===== src/rtl/fifo_enq_arbiter.sv =====
// fifo_enq_arbiter: round-robin sharing of one fifo enqueue port among N_REQ ready/valid producers.
// Latency: zero cycles; grant selection and data steering are combinational, only arbitration state is registered.
// Backpressure: fifo enq_ready gates only the granted requester's req_ready; all state holds while stalled.
// Optional burst lock (up to MAX_BURST back-to-back beats per owner) is compiled in by defining FIFO_ARB_BURST_LOCK_EN.
module fifo_enq_arbiter #(
  parameter int  N_REQ       = 4,
  parameter int  ENTRY_WIDTH = 32,
  parameter int  MAX_BURST   = 4,
  localparam int ID_WIDTH    = $clog2(N_REQ)
) (
  input  logic                              clk,
  input  logic                              rst,
  input  logic [N_REQ-1:0]                  req_valid,
  input  logic [N_REQ-1:0][ENTRY_WIDTH-1:0] req_data,
  output logic [N_REQ-1:0]                  req_ready,
  output logic                              enq_valid,
  output logic [ENTRY_WIDTH-1:0]            enq_data,
  input  logic                              enq_ready,
  output logic [ID_WIDTH-1:0]               grant_id
);

  // Reject parameter sets the arbitration logic cannot represent.
  if (N_REQ < 2 || MAX_BURST < 1) begin : g_param_check
    $error("fifo_enq_arbiter: N_REQ must be >= 2 and MAX_BURST >= 1");
  end

  logic [ID_WIDTH-1:0] last_ptr_q, last_ptr_d;
  logic [ID_WIDTH-1:0] rr_id;
  logic [ID_WIDTH-1:0] sel_id;
  logic                any_valid;
  logic                xfer;

  // Round-robin scan starting just after the last granted requester; walking
  // the offsets downwards lets the nearest valid requester win the final write.
  always_comb begin
    rr_id = '0;
    for (int k = N_REQ; k >= 1; k--) begin
      if (req_valid[(int'(last_ptr_q) + k) % N_REQ]) begin
        rr_id = ID_WIDTH'((int'(last_ptr_q) + k) % N_REQ);
      end
    end
  end

`ifdef FIFO_ARB_BURST_LOCK_EN
  localparam int CNT_W = $clog2(MAX_BURST + 1);

  logic [ID_WIDTH-1:0] lock_owner_q, lock_owner_d;
  logic                lock_active_q, lock_active_d;
  logic [CNT_W-1:0]    burst_cnt_q, burst_cnt_d;
  logic [CNT_W-1:0]    cnt_inc;
  logic                lock_hit;

  // A live lock only wins while its owner still presents data; otherwise fall back to round-robin.
  assign lock_hit = lock_active_q & req_valid[lock_owner_q];
  assign sel_id   = lock_hit ? lock_owner_q : rr_id;

  // Lock bookkeeping: an owner dropping valid ends the lock outright, otherwise count beats or re-lock on transfer.
  always_comb begin
    lock_owner_d  = lock_owner_q;
    lock_active_d = lock_active_q;
    burst_cnt_d   = burst_cnt_q;
    cnt_inc       = burst_cnt_q + CNT_W'(1);
    if (lock_active_q && !req_valid[lock_owner_q]) begin
      lock_active_d = 1'b0;
      burst_cnt_d   = '0;
    end else if (xfer) begin
      if (lock_active_q && (grant_id == lock_owner_q)) begin
        if (cnt_inc == CNT_W'(MAX_BURST)) begin
          lock_active_d = 1'b0;
          burst_cnt_d   = '0;
        end else begin
          burst_cnt_d = cnt_inc;
        end
      end else begin
        lock_owner_d  = grant_id;
        burst_cnt_d   = CNT_W'(1);
        lock_active_d = (MAX_BURST > 1);
      end
    end
  end

  // Lock state registers; reset discards any burst in progress.
  always_ff @(posedge clk) begin
    if (rst) begin
      lock_owner_q  <= '0;
      lock_active_q <= 1'b0;
      burst_cnt_q   <= '0;
    end else begin
      lock_owner_q  <= lock_owner_d;
      lock_active_q <= lock_active_d;
      burst_cnt_q   <= burst_cnt_d;
    end
  end
`else
  assign sel_id = rr_id;
`endif

  // enq_valid never looks at enq_ready, so the fifo sees a stable request during full stalls.
  assign any_valid = |req_valid;
  assign enq_valid = any_valid & ~rst;
  assign grant_id  = enq_valid ? sel_id : '0;
  assign enq_data  = req_data[grant_id];
  assign xfer      = enq_valid & enq_ready;

  // One-hot ready back to the single requester whose beat moves this cycle.
  always_comb begin
    req_ready = '0;
    if (xfer) begin
      req_ready[grant_id] = 1'b1;
    end
  end

  assign last_ptr_d = xfer ? grant_id : last_ptr_q;

  // Round-robin pointer; resets to the top index so requester 0 is scanned first.
  always_ff @(posedge clk) begin
    if (rst) begin
      last_ptr_q <= ID_WIDTH'(N_REQ - 1);
    end else begin
      last_ptr_q <= last_ptr_d;
    end
  end

endmodule


===== config.mk =====
export PLATFORM = sky130hd
export DESIGN_NAME = fifo_enq_arbiter
export DESIGN_NICKNAME = d
export VERILOG_FILES = /design/src/rtl/fifo_enq_arbiter.sv
export SDC_FILE = /design/constraint.sdc
export NUM_CORES = 1
export LEC_CHECK = 0
export CORE_MARGIN = 2
export CORE_UTILIZATION = 25
export DETAILED_ROUTE_END_ITERATION = 10
export PLACE_DENSITY = 0.89
export SYNTH_ARGS = -nofsm -noshare
export SYNTH_HDL_FRONTEND = slang
export SYNTH_SLANG_ARGS = --single-unit
export TNS_END_PERCENT = 20

===== constraint.sdc =====
create_clock -name clk -period 2.5 [get_ports clk]
set_input_delay 0.25 -clock clk [delete_from_list [all_inputs] [get_ports clk]]
set_output_delay 0.25 -clock clk [all_outputs]
set_load 0.03 [all_outputs]

== Yosys cells after proc, flatten, opt, wreduce, memory -nomap -nowiden ==
Cells that the tools add are included.
Word-level totals
  bits in registers: 2
  bits in latches: 0
  RAM bits: 0
  bits in read-only memories: 0
  input bits: 135
  output and inout bits: 39
  word-level logic and storage cells: 46
  memories kept: 0
Operators by class
  $add $sub $neg: 4
  multipliers: 0
  div/mod/pow operators: 0
  magnitude comparators: 6
  equal/unequal tests: 0
  shifts and indexed selects: 0
  muxes and demuxes: 22
  bitwise gates (word level): 7
  reductions and logical operators: 6
Operator list (count)
  binary-select mux 32 bit (select 2 bit): 1
  two-way mux 32 bit: 1
  less-than comparator 3 x 4 -> 1 bit (second input constant): 4
  two-way mux 2 bit: 5
  two-way mux 1 bit: 9
  binary-select mux 1 bit (select 2 bit): 4
  OR reduction 2 bit: 4
  adder 2 x 1 -> 2 bit (second input constant): 2
  adder 2 bit (second input constant): 2
  AND 1 bit (first input constant): 4
  two-way mux 4 bit: 1
  OR reduction 4 bit: 1
  less-than comparator 2 x 3 -> 1 bit (second input constant): 1
  AND 1 bit: 2
  demux 1 bit (select 2 bit): 1
  >= comparator 2 x 1 -> 1 bit (second input constant): 1
  logical AND 1 bit: 1
  NOT 1 bit: 1

== Depth between registers and ports, before layout ==
  depth in word-level cells: 16
  depth in mapped cells: 8
  mapped depth without buffers: 6

== Least setup slack after synthesis ==
No wires, ideal clock.
  path kind: input port to output port
  start: input req_valid[1]
  end: output req_ready[3]
  data arrival time: 2106 ps
  data required time: 2250 ps
  setup slack: 144 ps
  stages: 6
  buffers on the path: 2
  cells stage by stage: buf_4 nor2b_1 a21oi_1 o221a_2 clkbuf_1 nor4_1
Between the ends
  word-level cells in the longest chain between the ends: 13
  elaborated cells between the ends (all ways): 26
  classes of those cells: order compare (2); mux (20); bitwise (2); reduce/logical (2)
RTL lines
  start: declaration: RTL line 13  | input logic [N_REQ-1:0] req_valid,
  binary-select mux 1 bit (select 2 bit): RTL line 38  | if (req_valid[(int'(last_ptr_q) + k) % N_REQ]) begin
  two-way mux 1 bit (implied by the code) (2 in a row): RTL line 38
  two-way mux 2 bit (4 in a row): RTL line 38
  two-way mux 2 bit: RTL line 101  | assign grant_id = enq_valid ? sel_id : '0;
  less-than comparator 2 x 3 -> 1 bit (implied by the code) / >= comparator 2 x 1 -> 1 bit (equally long branches): RTL line 109  | req_ready[grant_id] = 1'b1;
  logical AND 1 bit (implied by the code): RTL line 109
  two-way mux 1 bit (implied by the code): RTL line 109
  demux 1 bit (select 2 bit): RTL line 109
  two-way mux 4 bit (*): RTL line 108  | if (xfer) begin
  end: declaration: RTL line 15  | output logic [N_REQ-1:0] req_ready,
Mark *: on every way between the ends. The rest lies on a longest branch, timed or not. The select of a mux whose other input is x is not followed.

== Worst setup path after layout ==
  start: input req_valid[0]
  end: output enq_data[22]
Between the ends
  word-level cells in the longest chain between the ends: 10
  elaborated cells between the ends (all ways): 21
  classes of those cells: mux (19); bitwise (1); reduce/logical (1)
RTL lines
  binary-select mux 1 bit (select 2 bit): RTL line 38
  two-way mux 1 bit (implied by the code) (2 in a row): RTL line 38
  two-way mux 2 bit (4 in a row): RTL line 38
  two-way mux 2 bit (*): RTL line 101
  binary-select mux 32 bit (select 2 bit) (*): RTL line 102  | assign enq_data = req_data[grant_id];
  two-way mux 32 bit (implied by the code) (*): RTL line 102
  end: declaration: RTL line 17  | output logic [ENTRY_WIDTH-1:0] enq_data,
Marks and branches as above.

==> metrics.txt <==
via count 2132; VDD IR max 0.231 mV; die height 74.1 um; antenna-violating nets left 0; register share of total power 0.042; Fmax 411 MHz; number of global-route vias before repair 2110; Clk pwr share 0.116; FILL cells 382; headroom to the max-slew limit 0.725; layout cells sized above 1 0.207; die width 74.1 um; nets 490; Seq. cell area 41.3 um^2; pin count of the biggest net entering global routing 20; crit path DAT 2.19 ns; Critical Path RT 2.25 ns; GP Congestion 0.819; Cell Area, Synth 1230 um^2; CTS tree yes; Placed Cells 417; area of the multi-input gates 1010 um^2; Final Util 0.662; Internal Power 614 uW; core box area 4720 um^2; Hold Crit Depth 2; WS Path Type in -> out; syn nets 309; commonest non-fill, non-tap cell in the layout clkdlybuf4s50_1; # IOs 174; CTS sink cnt 2; row count 25; Pre-Repair DR Iteration Count 4; Synth top area share 0.155; Psw 479 uW; # H-tree levels 1; later-pin clock latency in the skew report 0.21 ns; total of max-cap violations 0; port bufs 173; Mean Syn Cell Area 7.05 um^2; Root Driver clkbuf_8; Slew Limit Fails 0; most frequent cells in the layout 134 x clkdlybuf4s50_1, 51 x buf_4, 21 x inv_1; routed length per placed instance 15.5 um; Net Sw Frac 0.438; Worst Hold Class reg -> reg; Hold EP last_ptr_q[0]$_SDFFE_PP1P_; Worst-path clk slew 0.03 ns; biggest regs last_ptr_q: 2 flops; Final Skew 0.000384 ns; DRC viols 0; ANT cells 0; FF+latch count, synth 2; post-layout minimum cycle time 2.44 ns; Hold Vio Cnt, Final 0; fraction of registers with async set/reset 0; worst r2r path cells 5; Starting Density 0.260; Worst Setup Start Kind input pin; Post-Synthesis Cells 174; fin cells 420; Layout area overhead 155%; setup bufs post-CTS 0; First DRT Iteration DRCs 74; DP HPWL 5320 um; reg2reg end last_ptr_q[0]$_SDFFE_PP1P_; yosys warns 0; Power Density 349 nW/um^2; DRT Wirelength 6490 um; Synth Flop Type dfxtp_1; outcome finished clean; CTS max path bufs 2; Hold Path Origin last_ptr_q[0]$_SDFFE_PP1P_; Comb pwr share 0.842; all-layer global routing usage 0.218; total gr overflow 0; synth unique cells 34; Critical Path End Type output port; wire length of the first global-routing pass 9480 um; crit-path max FO 11; leakage power 1.34 nW; EDFF count, synth 0; Slew @ Worst Pin 0.413 ns; final setup fails 0; DIE AREA 5490 um^2; post-DR vias/cell 5.08; Worst R2R Start last_ptr_q[1]$_SDFFE_PP1P_; CTS Buf Count 3; max reg flops 2; internal reg-to-reg setup slack 1.00 ns; Synth area leaders mux2i_1 15%, o221ai_1 13%, a221o_1 11%; Final Cycle Share 0.974; Reg with most FFs last_ptr_q; register area share after synthesis 0.0326; initial antenna violation count 0; leading area contributor after synthesis mux2i_1
[worst max-delay path by stage]
stage / to / slack (ns) / from
finish: enq_data[22] / 0.06 / req_valid[0]
CTS: enq_data[9] / 0.0003 / last_ptr_q[1]$_SDFFE_PP1P_
floorplan: req_ready[3] / 0.14 / req_valid[1]
global route: enq_data[9] / -0.005 / req_valid[0]
detailed placement: enq_data[9] / -0.06 / req_valid[3]
global placement: enq_data[19] / -0.01 / req_valid[3]
[per-stage QoR]
stage	hold WS, ns	setup slack, ns	setup TNS [ns]	total power, mW	area (um^2)
4_1_cts	0.654	0.000308	0	1.10	3110
5_1_grt	0.686	-0.00472	-0.00862	1.16	3130
3_3_place_gp	0.628	-0.0131	-0.0311	0.951	3070
6_report	0.647	0.0641	0	1.09	3130
2_1_floorplan	0.381	0.144	0	0.518	1230
3_5_place_dp	0.647	-0.0563	-0.548	0.964	3070
[per-layer routing]
metal / vias to the layer above / GRT usage / share of wire
met5: - / 0 / 0
met4: 0 / 0.0889 / 0.024
met3: 12 / 0.0528 / 0.096
met2: 123 / 0.411 / 0.52
met1: 948 / 0.229 / 0.36
li1: 1049 / - / -
[cell usage after synthesis (3+ instances only)]
cell,instances
buf_4,3
clkbuf_1,7
a32oi_1,14
a221o_1,14
buf_2,5
inv_1,21
nand3_1,18
nand2_1,5
o21ai_0,5
o221ai_1,18
mux2i_1,19
nor2_1,18
buf_6,3
[layout make-up]
type | count | share of cell area
multi-input cells | 133 | 0.323
clock buffers | 3 | 0.0132
repair buffers | 194 | 0.598
inverters | 21 | 0.0252
flip-flops and latches | 2 | 0.0132
well taps | 67 | 0.0268
[kinds of logic (layout without fill, tap and decap cells)]
family | after synthesis | in the layout | share of synthesized area
multiplexers | 19 | 19 | 0.155
buffers and inverters | 39 | 218 | 0.152
flip-flops | 2 | 2 | 0.0326
AO/OA/AOI/OAI | 63 | 63 | 0.451
AND/OR/NAND/NOR | 51 | 51 | 0.210
[worst max-delay path, cell delays in order]
cell and delay, ns:
clkdlybuf4s50_1 0.51, nor2b_2 0.16, a21oi_1 0.06, o221a_2 0.33
nand2b_2 0.25, buf_4 0.20, o221ai_1 0.21, buf_4 0.21
[power by group through the flow]
stage                     combinational (mW)  clock, mW  sequential (mW)
final                                  0.919      0.126           0.0464
after global routing                   0.975      0.138           0.0477
after CTS                              0.921      0.132           0.0458
after detailed placement               0.917          0           0.0462
after global placement                 0.906          0           0.0459
after floorplan                        0.478          0           0.0399
[timing repair]
action | 4_1_cts | 5_1_grt
gates resized for setup | 2 | 8
hold buffers | 0 | 0
hold endpoints to repair | 0 | 0
setup endpoints to repair | 18 | 34
gates cloned | 0 | 0
Power figures use the tool's default switching activity.
